`config.mk`:
```
export PLATFORM = sky130hd
export DESIGN_NAME = present_core
export DESIGN_NICKNAME = d
export VERILOG_FILES = /design/src/rtl/present_core.sv
export SDC_FILE = /design/constraint.sdc
export NUM_CORES = 1
export LEC_CHECK = 0
export CAP_MARGIN = 25
export CORE_MARGIN = 2
export CORE_UTILIZATION = 45
export CTS_CLUSTER_DIAMETER = 100
export DETAILED_ROUTE_END_ITERATION = 10
export PLACE_DENSITY = 0.71
export SLEW_MARGIN = 0
export SYNTH_ARGS = -nofsm -noshare
export SYNTH_HDL_FRONTEND = slang
export SYNTH_SLANG_ARGS = --single-unit
```
`constraint.sdc`:
```
create_clock -name CK -period 6.45 [get_ports CK]
set_clock_uncertainty 0.2 [all_clocks]
set_input_delay 1.6125 -clock CK [delete_from_list [all_inputs] [get_ports CK]]
set_output_delay 1.6125 -clock CK [all_outputs]
set_load 0.005 [all_outputs]
```
`src/rtl/present_core.sv`:
```
// Iterative PRESENT encryption core: one round per clock with an on-chip key
// schedule, valid/ready handshakes on the plaintext input and ciphertext output.
module present_core #(
  parameter int KEY_W  = 80,
  parameter int ROUNDS = 31
) (
  input  logic             CK,
  input  logic             RN,
  input  logic             in_valid,
  output logic             in_ready,
  input  logic [63:0]      ptext,
  input  logic [KEY_W-1:0] key,
  output logic             out_valid,
  input  logic             out_ready,
  output logic [63:0]      ctext,
  output logic             busy
);

  if (!(KEY_W == 80 || KEY_W == 128)) begin : g_bad_key_w
    $error("present_core: KEY_W must be 80 or 128");
  end
  if (ROUNDS < 1 || ROUNDS > 31) begin : g_bad_rounds
    $error("present_core: ROUNDS must lie in 1..31");
  end

  localparam int         RC_LSB  = (KEY_W == 80) ? 15 : 62;
  localparam logic [4:0] LAST_RC = 5'(ROUNDS);

  typedef enum logic [1:0] {IDLE, RUN, DONE} state_t;

  function automatic logic [3:0] sbox(input logic [3:0] x);
    logic [3:0] y;
    case (x)
      4'h0: y = 4'hC;  4'h1: y = 4'h5;  4'h2: y = 4'h6;  4'h3: y = 4'hB;
      4'h4: y = 4'h9;  4'h5: y = 4'h0;  4'h6: y = 4'hA;  4'h7: y = 4'hD;
      4'h8: y = 4'h3;  4'h9: y = 4'hE;  4'hA: y = 4'hF;  4'hB: y = 4'h8;
      4'hC: y = 4'h4;  4'hD: y = 4'h7;  4'hE: y = 4'h1;  default: y = 4'h2;
    endcase
    return y;
  endfunction

  function automatic logic [63:0] sbox_layer(input logic [63:0] x);
    logic [63:0] y;
    y = '0;
    for (int n = 0; n < 16; n++) y[4*n +: 4] = sbox(x[4*n +: 4]);
    return y;
  endfunction

  // Bit i goes to (16*i) mod 63; bit 63 is the fixed point of the permutation.
  function automatic logic [63:0] p_layer(input logic [63:0] x);
    logic [63:0] y;
    y = '0;
    for (int i = 0; i < 63; i++) y[(16*i) % 63] = x[i];
    y[63] = x[63];
    return y;
  endfunction

  function automatic logic [KEY_W-1:0] key_update(input logic [KEY_W-1:0] k,
                                                  input logic [4:0]       rc);
    logic [KEY_W-1:0] r;
    r = (k << 61) | (k >> (KEY_W - 61));
    r[KEY_W-1 -: 4] = sbox(r[KEY_W-1 -: 4]);
    if (KEY_W == 128) r[KEY_W-5 -: 4] = sbox(r[KEY_W-5 -: 4]);
    r[RC_LSB +: 5] = r[RC_LSB +: 5] ^ rc;
    return r;
  endfunction

  state_t           state_q, state_d;
  logic [63:0]      s_q, s_d;
  logic [KEY_W-1:0] k_q, k_d;
  logic [4:0]       rc_q, rc_d;
  logic             in_ready_q, busy_q, out_valid_q;
  logic [63:0]      round_out;
  logic [KEY_W-1:0] k_next;

  always_comb begin
    state_d   = state_q;
    s_d       = s_q;
    k_d       = k_q;
    rc_d      = rc_q;
    round_out = p_layer(sbox_layer(s_q ^ k_q[KEY_W-1 -: 64]));
    k_next    = key_update(k_q, rc_q);
    case (state_q)
      IDLE: begin
        if (in_valid) begin
          s_d     = ptext;
          k_d     = key;
          rc_d    = 5'd1;
          state_d = RUN;
        end
      end
      RUN: begin
        k_d = k_next;
        if (rc_q == LAST_RC) begin
          // Last round folds in the whitening key ROUNDS+1 straight away.
          s_d     = round_out ^ k_next[KEY_W-1 -: 64];
          state_d = DONE;
        end else begin
          s_d  = round_out;
          rc_d = rc_q + 5'd1;
        end
      end
      DONE: begin
        if (out_ready) state_d = IDLE;
      end
      default: state_d = IDLE;
    endcase
  end

  // Handshake flags are registered from the next state so they change with it.
  always_ff @(posedge CK or posedge RN) begin
    if (RN) begin
      state_q     <= IDLE;
      s_q         <= '0;
      k_q         <= '0;
      rc_q        <= 5'd1;
      in_ready_q  <= 1'b1;
      busy_q      <= 1'b0;
      out_valid_q <= 1'b0;
    end else begin
      state_q     <= state_d;
      s_q         <= s_d;
      k_q         <= k_d;
      rc_q        <= rc_d;
      in_ready_q  <= (state_d == IDLE);
      busy_q      <= (state_d == RUN);
      out_valid_q <= (state_d == DONE);
    end
  end

  assign in_ready  = in_ready_q;
  assign busy      = busy_q;
  assign out_valid = out_valid_q;
  assign ctext     = s_q;

endmodule

```
# Word level (Yosys, flattened, before mapping)
# Memory sizes are Yosys's and may differ from the RTL's.
# Cells that the tools add are included.
# totals
mem_count	17
input_bits	148
wordCells	53
rom_bits	1088
regBits	154
out_inout_bits	67
# mem_list
memory	words	word_bits	read_ports	rd_ports_with_merged_regs	write_ports	line_no	text
(no name shown)	16	4	1	0	0	33	case (x)
(no name shown)	16	4	1	0	0	33	
(no name shown)	16	4	1	0	0	33	
(no name shown)	16	4	1	0	0	33	
(no name shown)	16	4	1	0	0	33	
(no name shown)	16	4	1	0	0	33	
11 more memories	-	-	-	-	-	-	
# op_classes
add_sub_neg	1
reduce_logical	5
bitwise	4
n_eq_ne	7
n_mux	12
# ops
cell	n
$pmux W80 S2	1
$mux W64	2
$pmux W64 S2	1
$xor A64 B64 Y64	2
$mux W80	1
$or A80 B61 Y80	1
$mux W5	2
$pmux W5 S2	1
$mux W2	3
$pmux W2 S3	1
$add A5 B1 Y5 const B	1
$eq A5 B5 Y1 const B	1
$xor A5 B5 Y5	1
$eq A2 B1 Y1 const B	2
$eq A2 B2 Y1 const B	2
$logic_not A2 Y1	2
$ne A2 B2 Y1 const B	2
$reduce_and A3 Y1	1
$reduce_and A2 Y1	1
$reduce_bool A2 Y1	1

# Longest topological paths before layout
# depth
ltp_word	5
ltp_mapped	9
ltp_nobuf	8

# Worst setup path before layout
# Ideal clock, no wire load.
# synth_path
path_kind	input-to-reg
startpoint	in in_valid
endpoint	reg s_q[48] (netlist: ctext[48])
setup_time_ns	0.133
path_slack_ns	3.507
arrival_ns	2.610
t_required_ns	6.117
stages	6
path_buffers	2
cell_sequence	nor2b_1 buf_2 buf_2 mux2_2 nand2_1 o21ai_0
# synth_between
elab_chain_cells	2
# synth_rtl
item	line_no	text
from (decl)	9	input logic in_valid,
$ne A2 B2 Y1 (no source line)	-	
$reduce_and A2 Y1 (no source line)	-	
to (signal assigned)	114	s_q <= '0;
to (signal assigned)	122	s_q <= s_d;
to (decl)	69	logic [63:0] s_q, s_d;
# Every way passes these cells.
# A chain may end at the register's enable or synchronous reset.

# Worst setup path after layout
# layout_path
startpoint	in in_valid
endpoint	reg s_q[49] (netlist: ctext[49])
# The elaborated chain is that of the path after synthesis.

==> flow_summary.toml <==
[cts]
cts-buffers-inserted = 17
clk_pin_slew_ps = 70
htreeDepth = 4
cts.sinks = 154
ctsHoldBuffers = 0
ctsLongestPathBuffers = 2
clock_latency_ps = 440
cts.repair.resized = 0
cts-root-buf = "clkbuf_16"
postCtsSetupBuffers = 0
cts_tree = "built"

[job]
maxCapViolations = 0

[timing]
fin_tns_setup_ps = 0
hold_viol = 0
finalCriticalPeriod_ps = 4180
setup_viol = 0
finalMaxSlewViolations = 0
max_freq_mhz = 239
fin_crit_sh_pct = 64.8
fin_ws_ps = 2270
tightest_slew_ps = 1050
relSlewSlack_pct = 29.9
rsz0062_at_grt = "false"

[synth]
synth_compound_gate_area_share_pct = 17.6
synth-seq-cells = 154
ys_types = 48
yosys.area_share.xor_xnor_pct = 12.5
synth-simple-area-share_pct = 10.4
syn_inst = 1232
synth_top_family_by_area = "compound AO/OA/AOI/OAI gates"
ys_warn_count = 0
seq_area_frac_synth_pct = 33.9
async_flop_share_pct = 100
ys.flop_type = "dfrtp_1"
synth_edf_count = 0
synth_adder_area_share_pct = 9.58
syn_area_um2 = 11400
synth_mux_area_share_pct = 11.3
syn-num-nets = 1467
syn_area_per_cell_um2 = 9.23

[place]
port_buffers = 214
place_ws_ps = 1860
dp.final_hpwl_um = 27100
gp_congestion = 0.881
placed_cells = 1717

[worst_setup_path]
cp-start-kind = "input port"
path_max_fanout = 38
crit_chain = "clkdlybuf4s50_1 -> nor2b_4 -> buf_4 -> mux2_2 -> nand2_1 -> o21ai_0"
cp_top_family = "buffers and inverters"
worstSetupPathType = "in -> reg"
crit_required_ps = 6540
slowest_stage = "nor2b_4"
arrival_ps = 4270
slowest_delay_ps = 960
timing.critical_path.buf_inv = 2
endpoint_kind = "flop"

[floorplan]
die_y_um = 163
io_pins = 215
fp.coreArea_um2 = 25000
row_count = 58
start_util_pct = 45.5
die_w_um = 163
dieArea_um2 = 26500

[layout]
area_growth_pct = 26.4
final_cell_mix = "clkdlybuf4s50_1 (214), nand2_1 (181), dfrtp_1 (150), o21ai_0 (128), ha_1 (86)"
final_util_pct = 57.5
mostFrequentLayoutCell = "clkdlybuf4s50_1"
nets = 1642
drive_gt1_share_pct = 7.39
fillers = 2178
final_cells = 1751

[drt]
drt-wirelength-per-cell_um = 20.9
remaining_drc_errors = 0
dr_wl_met2_um = 17100
met1Wirelength_um = 15600
top_layer = "met4"
finalWirelength_um = 36600
avgViaCountPerCell = 5.71
dr_total_vias = 10000
ant_nets = 0
wl_met3_um = 2860
drtPass1Iterations = 6
drtIter0Drc = 1075

[global_routing]
grt-ovfl-total = 0
grt_pass1_vias = 9739
grt_max_degree = 89
antenna_found_initial = 1
track_usage_pct = 27.9
grt_first_pass_wirelength_um = 56300

[status]
status = "finished, final reports clean"

[min_path]
hp-class = "reg -> reg"
-- cell usage after synthesis (2+ instances only) --
library cell    n  area [µm²]
xnor2_2         5        81.3
xnor2_1        62         543
nand4_1         2        12.5
and3_1          2        12.5
a22o_1          4        35.0
mux2i_1        81         811
a21o_1          4        30.0
a211oi_1       15         113
a21oi_1        71         355
a31o_2          2        17.5
buf_1           9        33.8
ha_1           87        1090
a22oi_1        80         601
o21ai_0       128         641
o211ai_1        4        30.0
or2_2           2        12.5
nor3b_1        16         120
clkbuf_1       52         195
dfstp_2         2        52.6
xor2_2          8         130
nor3_1         17        85.1
o21bai_1        3        22.5
buf_4           3        22.5
mux2_2         13         146
nand2_1       181         679
xor2_4          3        82.6
dfrtp_1       152        3800
nand3_1         4        20.0
mux2_4          2        30.0
buf_2           9        45.0
nor2b_1        24         150
xor2_1         67         587
a31oi_1         4        25.0
mux4_2         13         293
inv_1          62         233
nor2_1         22        82.6
o31ai_1         4        30.0
o221ai_1        3        26.3
-- worst register-to-register path, delay by kind of cell (launching register included) --
family,cells,cell delay (ps)
buffers and inverters,1,700
AO/OA/AOI/OAI,3,670
flip-flops,1,580
AND/OR/NAND/NOR,2,560
adder cells (fa/ha/maj),2,370
XOR/XNOR,1,100
-- per-layer routing --
metal	GRT usage [%]	vias to the layer above
met5	0	-
li1	-	4622
met1	38.6	4879
met4	9.49	0
met2	44.4	449
met3	4.53	55
-- flip-flops by register name, summed over array words and instances, names as in the netlist --
register,count
busy,1
ctext,64
in_ready,1
k_q,80
out_valid,1
rc_q,5
state_q,2
-- cell families after synthesis --
kind of cell / count (synthesis)
AO/OA/AOI/OAI: 330
XOR/XNOR: 145
adder cells (fa/ha/maj): 87
buffers and inverters: 135
flip-flops: 154
multiplexers: 109
AND/OR/NAND/NOR: 272
-- metrics by stage --
stage                     area [µm²]  hold WS (ps)
after CTS                      14300           310
after floorplan                11400           265
after global placement         13800           292
after global routing           14400           340
final                          14400           312
after detailed placement       13800           301
-- final cells by class --
cell class | count | area [µm²] | share of cell area, %
clock buffers | 21 | 460 | 3.21
inverters | 62 | 238 | 1.66
well taps | 330 | 413 | 2.87
flip-flops and latches | 154 | 3860 | 26.9
clock inverters | 11 | 88.8 | 0.619
multi-input cells | 943 | 7020 | 48.9
diodes | 1 | 2.50 | 0.0174
repair buffers | 229 | 2280 | 15.9
-- final timing paths --
kind,from,slack [ps],cells past startpoint,endpoint
min reg2reg,k_q[2],310,2,k_q[2]
max in group asynchronous,RN,3520,3,rc_q[0]
max reg2reg,rc_q[0],3200,9,ctext[47]
min,k_q[2],310,2,k_q[2]
min in group asynchronous,RN,1500,2,ctext[6]
max,in_valid,2270,6,ctext[49]
Power is left out: the tool's default activity adds up to more than one toggle a clock period on the data nets, which glitch-free logic cannot reach.
